$ cat src/rtl/adder_pkg.sv
// -----------------------------------------------------------------------------
// adder_pkg
// Shared definitions for the pipelined adder:
//   - default values for WIDTH, STAGES and CNT_W
//   - stage_payload_t: the {sum, cout, ovf} record carried by every stage,
//     sized for the default width (adder_pipe derives a width-matched copy)
//   - signed_ovf(): two's-complement overflow from the three sign bits
// -----------------------------------------------------------------------------
package adder_pkg;

    localparam int DEF_WIDTH  = 8;
    localparam int DEF_STAGES = 2;
    localparam int DEF_CNT_W  = 16;

    typedef struct packed {
        logic [DEF_WIDTH-1:0] sum;
        logic                 cout;
        logic                 ovf;
    } stage_payload_t;

    // Overflow happens only when both operands share a sign and the result does not.
    function automatic logic signed_ovf(input logic a_msb, input logic b_msb, input logic s_msb);
        return (a_msb == b_msb) && (s_msb != a_msb);
    endfunction

endpackage

$ cat src/rtl/adder_pipe_stage.sv
// -----------------------------------------------------------------------------
// adder_pipe_stage
// One pipeline slot: a valid bit plus a payload register and its load rule.
// The slot loads when it is empty or when its contents move downstream in
// the same cycle (down_load).
// Ports:
//   clk, rstn      clock, asynchronous active-low reset
//   up_valid, d    valid bit and payload offered by the upstream side
//   down_load      downstream takes this slot's contents this cycle
//   load           this slot loads this cycle (upstream may transfer)
//   valid, q       registered valid bit and payload
// -----------------------------------------------------------------------------
module adder_pipe_stage
    import adder_pkg::*;
#(
    parameter type payload_t = stage_payload_t
) (
    input  logic     clk,
    input  logic     rstn,
    input  logic     up_valid,
    input  payload_t d,
    input  logic     down_load,
    output logic     load,
    output logic     valid,
    output payload_t q
);

    logic     valid_r;
    payload_t q_r;

    assign load  = ~valid_r | down_load;
    assign valid = valid_r;
    assign q     = q_r;

    // Slot register: capture upstream on load; payload only changes when real data arrives.
    always_ff @(posedge clk or negedge rstn) begin
        if (!rstn) begin
            valid_r <= 1'b0;
            q_r     <= '0;
        end else if (load) begin
            valid_r <= up_valid;
            if (up_valid) begin
                q_r <= d;
            end else begin
                q_r <= q_r;
            end
        end else begin
            valid_r <= valid_r;
            q_r     <= q_r;
        end
    end

endmodule

$ cat src/rtl/adder_pipe.sv
// -----------------------------------------------------------------------------
// adder_pipe
// Valid/ready pipelined adder: {cout,sum} = a + b + cin, with signed
// overflow flag, STAGES register slots and a count of output transfers.
// The addition happens in front of slot 0; later slots only carry the result.
// Optional build macro: ADDER_PIPE_SAT_EN -- clamp sum to the signed limits
// on overflow (ovf and cout still describe the unclamped result).
// Ports:
//   clk, rstn             clock, asynchronous active-low reset
//   in_valid, in_ready    input handshake (in_ready is independent of in_valid)
//   a, b, cin             operands and carry in
//   out_valid, out_ready  output handshake
//   sum, cout, ovf        registered result
//   count                 completed output transfers, wraps at 2^CNT_W
// -----------------------------------------------------------------------------
module adder_pipe
    import adder_pkg::*;
#(
    parameter int WIDTH  = DEF_WIDTH,
    parameter int STAGES = DEF_STAGES,
    parameter int CNT_W  = DEF_CNT_W
) (
    input  logic             clk,
    input  logic             rstn,
    input  logic             in_valid,
    output logic             in_ready,
    input  logic [WIDTH-1:0] a,
    input  logic [WIDTH-1:0] b,
    input  logic             cin,
    output logic             out_valid,
    input  logic             out_ready,
    output logic [WIDTH-1:0] sum,
    output logic             cout,
    output logic             ovf,
    output logic [CNT_W-1:0] count
);

    // Same layout as stage_payload_t, sized to this instance's WIDTH.
    typedef struct packed {
        logic [WIDTH-1:0] sum;
        logic             cout;
        logic             ovf;
    } payload_t;

    logic [WIDTH:0]   full_s;
    payload_t         add_s;
    logic [CNT_W-1:0] count_r;

    // Stage-0 arithmetic: full-width sum, flags and optional saturation.
    always_comb begin
        full_s     = {1'b0, a} + {1'b0, b} + {{WIDTH{1'b0}}, cin};
        add_s      = '0;
        add_s.cout = full_s[WIDTH];
        add_s.ovf  = signed_ovf(a[WIDTH-1], b[WIDTH-1], full_s[WIDTH-1]);
`ifdef ADDER_PIPE_SAT_EN
        if (add_s.ovf) begin
            // Operands share a sign on overflow, so a's MSB picks the limit.
            if (a[WIDTH-1]) begin
                add_s.sum = {1'b1, {(WIDTH-1){1'b0}}};
            end else begin
                add_s.sum = {1'b0, {(WIDTH-1){1'b1}}};
            end
        end else begin
            add_s.sum = full_s[WIDTH-1:0];
        end
`else
        add_s.sum = full_s[WIDTH-1:0];
`endif
    end

    // Slot chain: each slot's load depends on the next one, ending at out_ready,
    // so in_ready ripples back combinationally from the output.
    for (genvar i = 0; i < STAGES; i++) begin : g_stage
        logic     up_valid_s;
        logic     down_load_s;
        logic     load_s;
        logic     valid_s;
        payload_t d_s;
        payload_t q_s;

        if (i == 0) begin : g_first
            assign up_valid_s = in_valid;
            assign d_s        = add_s;
        end else begin : g_follow
            assign up_valid_s = g_stage[i-1].valid_s;
            assign d_s        = g_stage[i-1].q_s;
        end

        // Last slot empties on an output transfer; load = ~valid | out_ready.
        if (i == STAGES - 1) begin : g_last
            assign down_load_s = out_ready;
        end else begin : g_inner
            assign down_load_s = g_stage[i+1].load_s;
        end

        adder_pipe_stage #(
            .payload_t (payload_t)
        ) u_stage (
            .clk       (clk),
            .rstn      (rstn),
            .up_valid  (up_valid_s),
            .d         (d_s),
            .down_load (down_load_s),
            .load      (load_s),
            .valid     (valid_s),
            .q         (q_s)
        );
    end

    assign in_ready  = g_stage[0].load_s;
    assign out_valid = g_stage[STAGES-1].valid_s;
    assign sum       = g_stage[STAGES-1].q_s.sum;
    assign cout      = g_stage[STAGES-1].q_s.cout;
    assign ovf       = g_stage[STAGES-1].q_s.ovf;
    assign count     = count_r;

    // Output transfer counter, wraps naturally at 2^CNT_W.
    always_ff @(posedge clk or negedge rstn) begin
        if (!rstn) begin
            count_r <= '0;
        end else if (out_valid && out_ready) begin
            count_r <= count_r + {{(CNT_W-1){1'b0}}, 1'b1};
        end else begin
            count_r <= count_r;
        end
    end

endmodule

$ cat config.mk
export PLATFORM = sky130hd
export DESIGN_NAME = adder_pipe
export DESIGN_NICKNAME = d
export VERILOG_FILES = /design/src/rtl/adder_pkg.sv /design/src/rtl/adder_pipe_stage.sv /design/src/rtl/adder_pipe.sv
export SDC_FILE = /design/constraint.sdc
export NUM_CORES = 1
export LEC_CHECK = 0
export BUFFER_PORTS_ARGS = -buffer_cell sky130_fd_sc_hd__buf_2
export CAP_MARGIN = 20
export CORE_MARGIN = 2
export CORE_UTILIZATION = 55
export CTS_BUF_LIST = sky130_fd_sc_hd__clkbuf_2 sky130_fd_sc_hd__clkbuf_4 sky130_fd_sc_hd__clkbuf_8
export DETAILED_ROUTE_END_ITERATION = 6
export PLACE_DENSITY_LB_ADDON = 0.25
export SLEW_MARGIN = 20
export SYNTH_ARGS = -nofsm -noshare
export SYNTH_HDL_FRONTEND = slang
export SYNTH_HIERARCHICAL = 1
export SYNTH_SLANG_ARGS = --single-unit
export TNS_END_PERCENT = 100
$ cat constraint.sdc
create_clock -name clk -period 1.41 [get_ports clk]
set_input_delay 0.0705 -clock clk [delete_from_list [all_inputs] [get_ports clk]]
set_output_delay 0.0705 -clock clk [all_outputs]
set_load 0.01 [all_outputs]
### Yosys cells after proc, flatten, opt, wreduce, memory -nomap -nowiden

Cells that the tools add are included.

* multipliers: 0
* reductions and logical operators: 4
* eq/ne operators: 2
* divide/modulo/power cells: 0
* add/sub/neg operators: 3
* mux-type cells: 0
* $lt $le $gt $ge: 0
* shift-type cells: 0
* bitwise logic cells: 4

Operators with widths (count)
* 16-bit by 1-bit adder with 16-bit output (second input constant): 1
* 8-bit by 8-bit adder with 9-bit output: 1
* 9-bit by 1-bit adder with 9-bit output: 1
* 2-bit AND reduction: 2
* 1-bit logical AND: 2
* 1-bit inverter: 2
* 1-bit bitwise OR: 2
* 1-bit == test: 1
* 1-bit != test: 1

* memories kept: 0
* bits of input ports: 21
* RAM bits: 0
* output and inout bits: 28
* word-level logic and storage cells: 22
* memory bits (read-only): 0
* flip-flop bits (word level): 38
* latch bits: 0

### Depth between registers and ports, before layout

* depth in word-level cells: 4
* gate-level depth with buffers: 7
* gate-level depth less buffers: 7

### By module

The synthesis kept the hierarchy.

By module, submodules not included
* adder_pipe: cells an instance 99, area an instance 1047.3 um^2, seq. area each 400.4 um^2, instances 1
* adder_pipe_stage: cells an instance 24, area an instance 465.4 um^2, seq. area each 275.3 um^2, instances 2

### Worst setup path after synthesis

Ideal clock, no wire load.

* path kind: input to register
* start point: input a[0]
* end point: register g_stage[0].u_stage.q_r, in the netlist g_stage[0].u_stage/q[8]
* arrival: 1.751 ns
* path buffers: 0
* data required time: 1.285 ns
* setup slack: -0.466 ns
* stages on the path: 7
* library setup time: 0.125 ns
* cells stage by stage: fa_1 -> fa_1 -> a21oi_1 -> o211ai_1 -> a21oi_1 -> xnor2_1 -> mux2_4

RTL lines
* from (decl): line adder_pipe.sv:27 `input logic [WIDTH-1:0] a,`
* to (signal assigned): line adder_pipe_stage.sv:45 `q_r <= q_r;`
* to (signal assigned): line adder_pipe_stage.sv:49 `q_r <= q_r;`
* to (decl): line adder_pipe_stage.sv:29 `payload_t q_r;`

==> impl_metrics.env <==
export IMPL_status="finished with violations"
export IMPL_violations="setup timing"
export IMPL_grt_pass1_vias=1457
export IMPL_dp_cells=259
export IMPL_drt_iter0_markers=43
export IMPL_worstPathMaxFanout=3
export IMPL_rsz0062_at_grt="yes"
export IMPL_cts_root_buf="clkbuf_4"
export IMPL_timing_fmax_mhz=640
export IMPL_setup_slack_ns=-0.152
export IMPL_finalNetCount=257
export IMPL_routabilityCongestion=0.788
export IMPL_syn_area_mm2=0.00198
export IMPL_hold_class="in2reg"
export IMPL_synth_fp_nets=178
export IMPL_synthToLayoutAreaGrowth_pct=32.4
export IMPL_maxSlewViolCount=0
export IMPL_synth_cells=147
export IMPL_r2r_start="count[0]"
export IMPL_synth_edf_count=0
export IMPL_syn_area_per_cell_um2=13.5
export IMPL_vias_per_cell=5.07
export IMPL_fin_cells=273
export IMPL_netlist_area_leader_share=0.481
export IMPL_die_area_mm2=0.00409
export IMPL_met2_usage=0.379
export IMPL_dieHeight_um=64.0
export IMPL_rr_endpoint="count[8]"
export IMPL_antenna_left=0
export IMPL_r2r_cells=5
export IMPL_grt_pass1_wl_um=6140
export IMPL_clock_sinks=38
export IMPL_yosysTopAreaCell="dfrtp_1"
export IMPL_hold_slack_ns=0.0181
export IMPL_hold_depth=2
export IMPL_fin_area_mm2=0.00262
export IMPL_gr_total_overflow=0
export IMPL_cts_tree="yes"
export IMPL_endpoint_kind="flop"
export IMPL_period_minus_slack_ns=1.56
export IMPL_grt_use_total=0.195
export IMPL_final_hold_viol_count=0
export IMPL_finClkSkew_ns=0.00592
export IMPL_peakVddDrop_mv=0.651
export IMPL_drcViolationCount=0
export IMPL_drive_gt1_frac=0.546
export IMPL_async_flop_share=1.00
export IMPL_clockBufferDepth=2
export IMPL_dp_hpwl_um=2850
export IMPL_period_share=1.11
export IMPL_grt_max_degree=39
export IMPL_start_util=0.584
export IMPL_synth_area_leaders="dfrtp_1 (48%), mux2_4 (15%), xnor2_1 (6.2%)"
export IMPL_cts_made_buffers=5
export IMPL_leakage_nw=1.35
export IMPL_grtUsageMet1=0.203
export IMPL_cp_required_ns=1.64
export IMPL_rows=21
export IMPL_ys_seq_area_frac=0.481
export IMPL_portBuffers=48
export IMPL_tightestPinTransition_ns=0.447
export IMPL_reg2reg_slack_ns=0.03
export IMPL_drt_pass1_iter_count=4
export IMPL_pin_count=49
export IMPL_synth_most_common_cell="dfrtp_1"
export IMPL_place_area_mm2=0.00242
export IMPL_relSlewSlack=0.702
export IMPL_dp_slack_ns=-0.545
export IMPL_yosys_warnings=6
export IMPL_vias=1383
export IMPL_synth_top_flop_cell="dfrtp_1"
export IMPL_cp_start_kind="input pin"
export IMPL_drt_wirelength_per_cell_um=13.4
export IMPL_worst_ep_arrival_time_ns=1.79
export IMPL_path_clk_slew_ns=0.10
export IMPL_clkLatencyLatePin_ns=0.33
export IMPL_die_w_um=64.0
export IMPL_top_usage_layer="met2"
export IMPL_synth_commonest_cells="dfrtp_1 (38), mux2_4 (20), xnor2_1 (14), nand2_1 (9), ha_1 (8)"
export IMPL_worstSetupStartpoint="a[0]"
export IMPL_synthDistinctLibCells=34
export IMPL_setup_viol=4
export IMPL_antenna_found_initial=0
export IMPL_cap_violations=0
export IMPL_drt_total_wl_um=3650
export IMPL_nFillCells=206
export IMPL_power_density_mw_per_mm2=1350
export IMPL_multiInputGateArea_mm2=0.00109
export IMPL_worst_setup_path_type="in2reg"
export IMPL_totalPowerFinal_mw=3.53
export IMPL_n_antenna_cell=0
export IMPL_synth_seq_cells=38
export IMPL_core_mm2=0.00339
export IMPL_grt_met3_usage=0.0370
export IMPL_cts_max_level=2
export IMPL_crit_end="g_stage[0].u_stage/q[8]"
export IMPL_register_area_um2=952
-- flip-flops by register name, indices dropped and copies added (netlist names) --
register and count:
g_stage.u_stage/valid 2, count 16, g_stage.u_stage/q 20
-- how the worst min path moves through the flow --
stage | end | from
floorplan | count[0] | rstn
global placement | count[0] | rstn
detailed placement | count[0] | rstn
CTS | g_stage[0].u_stage/valid | in_valid
global route | g_stage[0].u_stage/valid | in_valid
finish | g_stage[0].u_stage/valid | in_valid
-- layer usage --
layer  vias up  share of wire
met5         -              0
met4         0          0.016
met3         7          0.039
met2        37           0.54
met1       664           0.40
li1        675              -
-- cells by family (layout without fill, tap and decap cells) --
logic type               Yosys count  count (layout)  share of synthesized area
multiplexers                      22              22                      0.163
XOR/XNOR                          20              20                     0.0886
adder cells (fa/ha/maj)           10              10                     0.0708
AND/OR/NAND/NOR                   41              41                      0.145
AO/OA/AOI/OAI                     14              14                     0.0474
buffers and inverters              2              82                    0.00380
flip-flops                        38              38                      0.481
-- cell type report --
class	instances	share of cell area
multi-input combinational	107	0.418
sequential	38	0.363
timing repair buffer	72	0.164
clock buffer	8	0.0301
tap	46	0.0220
inverter	2	0.00287
-- metrics by stage --
step,utilization,setup TNS [ns]
global placement,0.715,-2.33
CTS,0.749,-0.333
detailed placement,0.715,-2.74
floorplan,-,-0.975
finish,0.773,-0.391
global route,0.773,-0.753
-- timing repair --
item | 4_1_cts | 5_1_grt
hold buffers | 1 | 0
setup endpoints to repair | 4 | 9
resized for setup | 3 | 12
pin swaps | 0 | 3
endpoints found under the hold margin | 38 | 0
setup buffers | 1 | 4
-- cell usage in the layout, fill, tap and decap left out, drive strengths merged --
cell type,count
and4,3
xnor2,14
o21bai,1
mux2,22
nor2,6
nor3,4
o31ai,1
o22ai,1
and3,2
a211oi,1
buf,71
inv,2
dlygate4sd3,1
dfrtp,38
a21o,1
nand3,1
clkbuf,8
nand2,12
ha,8
or3,1
o211ai,1
xor2,6
fa,2
nor2b,2
nand2b,4
and2,1
a21oi,5
nand4,5
o21ai,3
-- where the power goes --
part	switching [mW]	total (mW)	internal, mW
Sequential	0.245	1.62	1.37
Combinational	0.508	1.24	0.731
Clock	0.335	0.676	0.341
-- critical path, cell delays in order --
cell and delay (ns):
buf_6 0.09, fa_2 0.41, fa_2 0.39, a21oi_4 0.16, o211ai_1 0.14, a21oi_1 0.19
xnor2_1 0.08, mux2_4 0.26
Power figures use the tool's default switching activity.
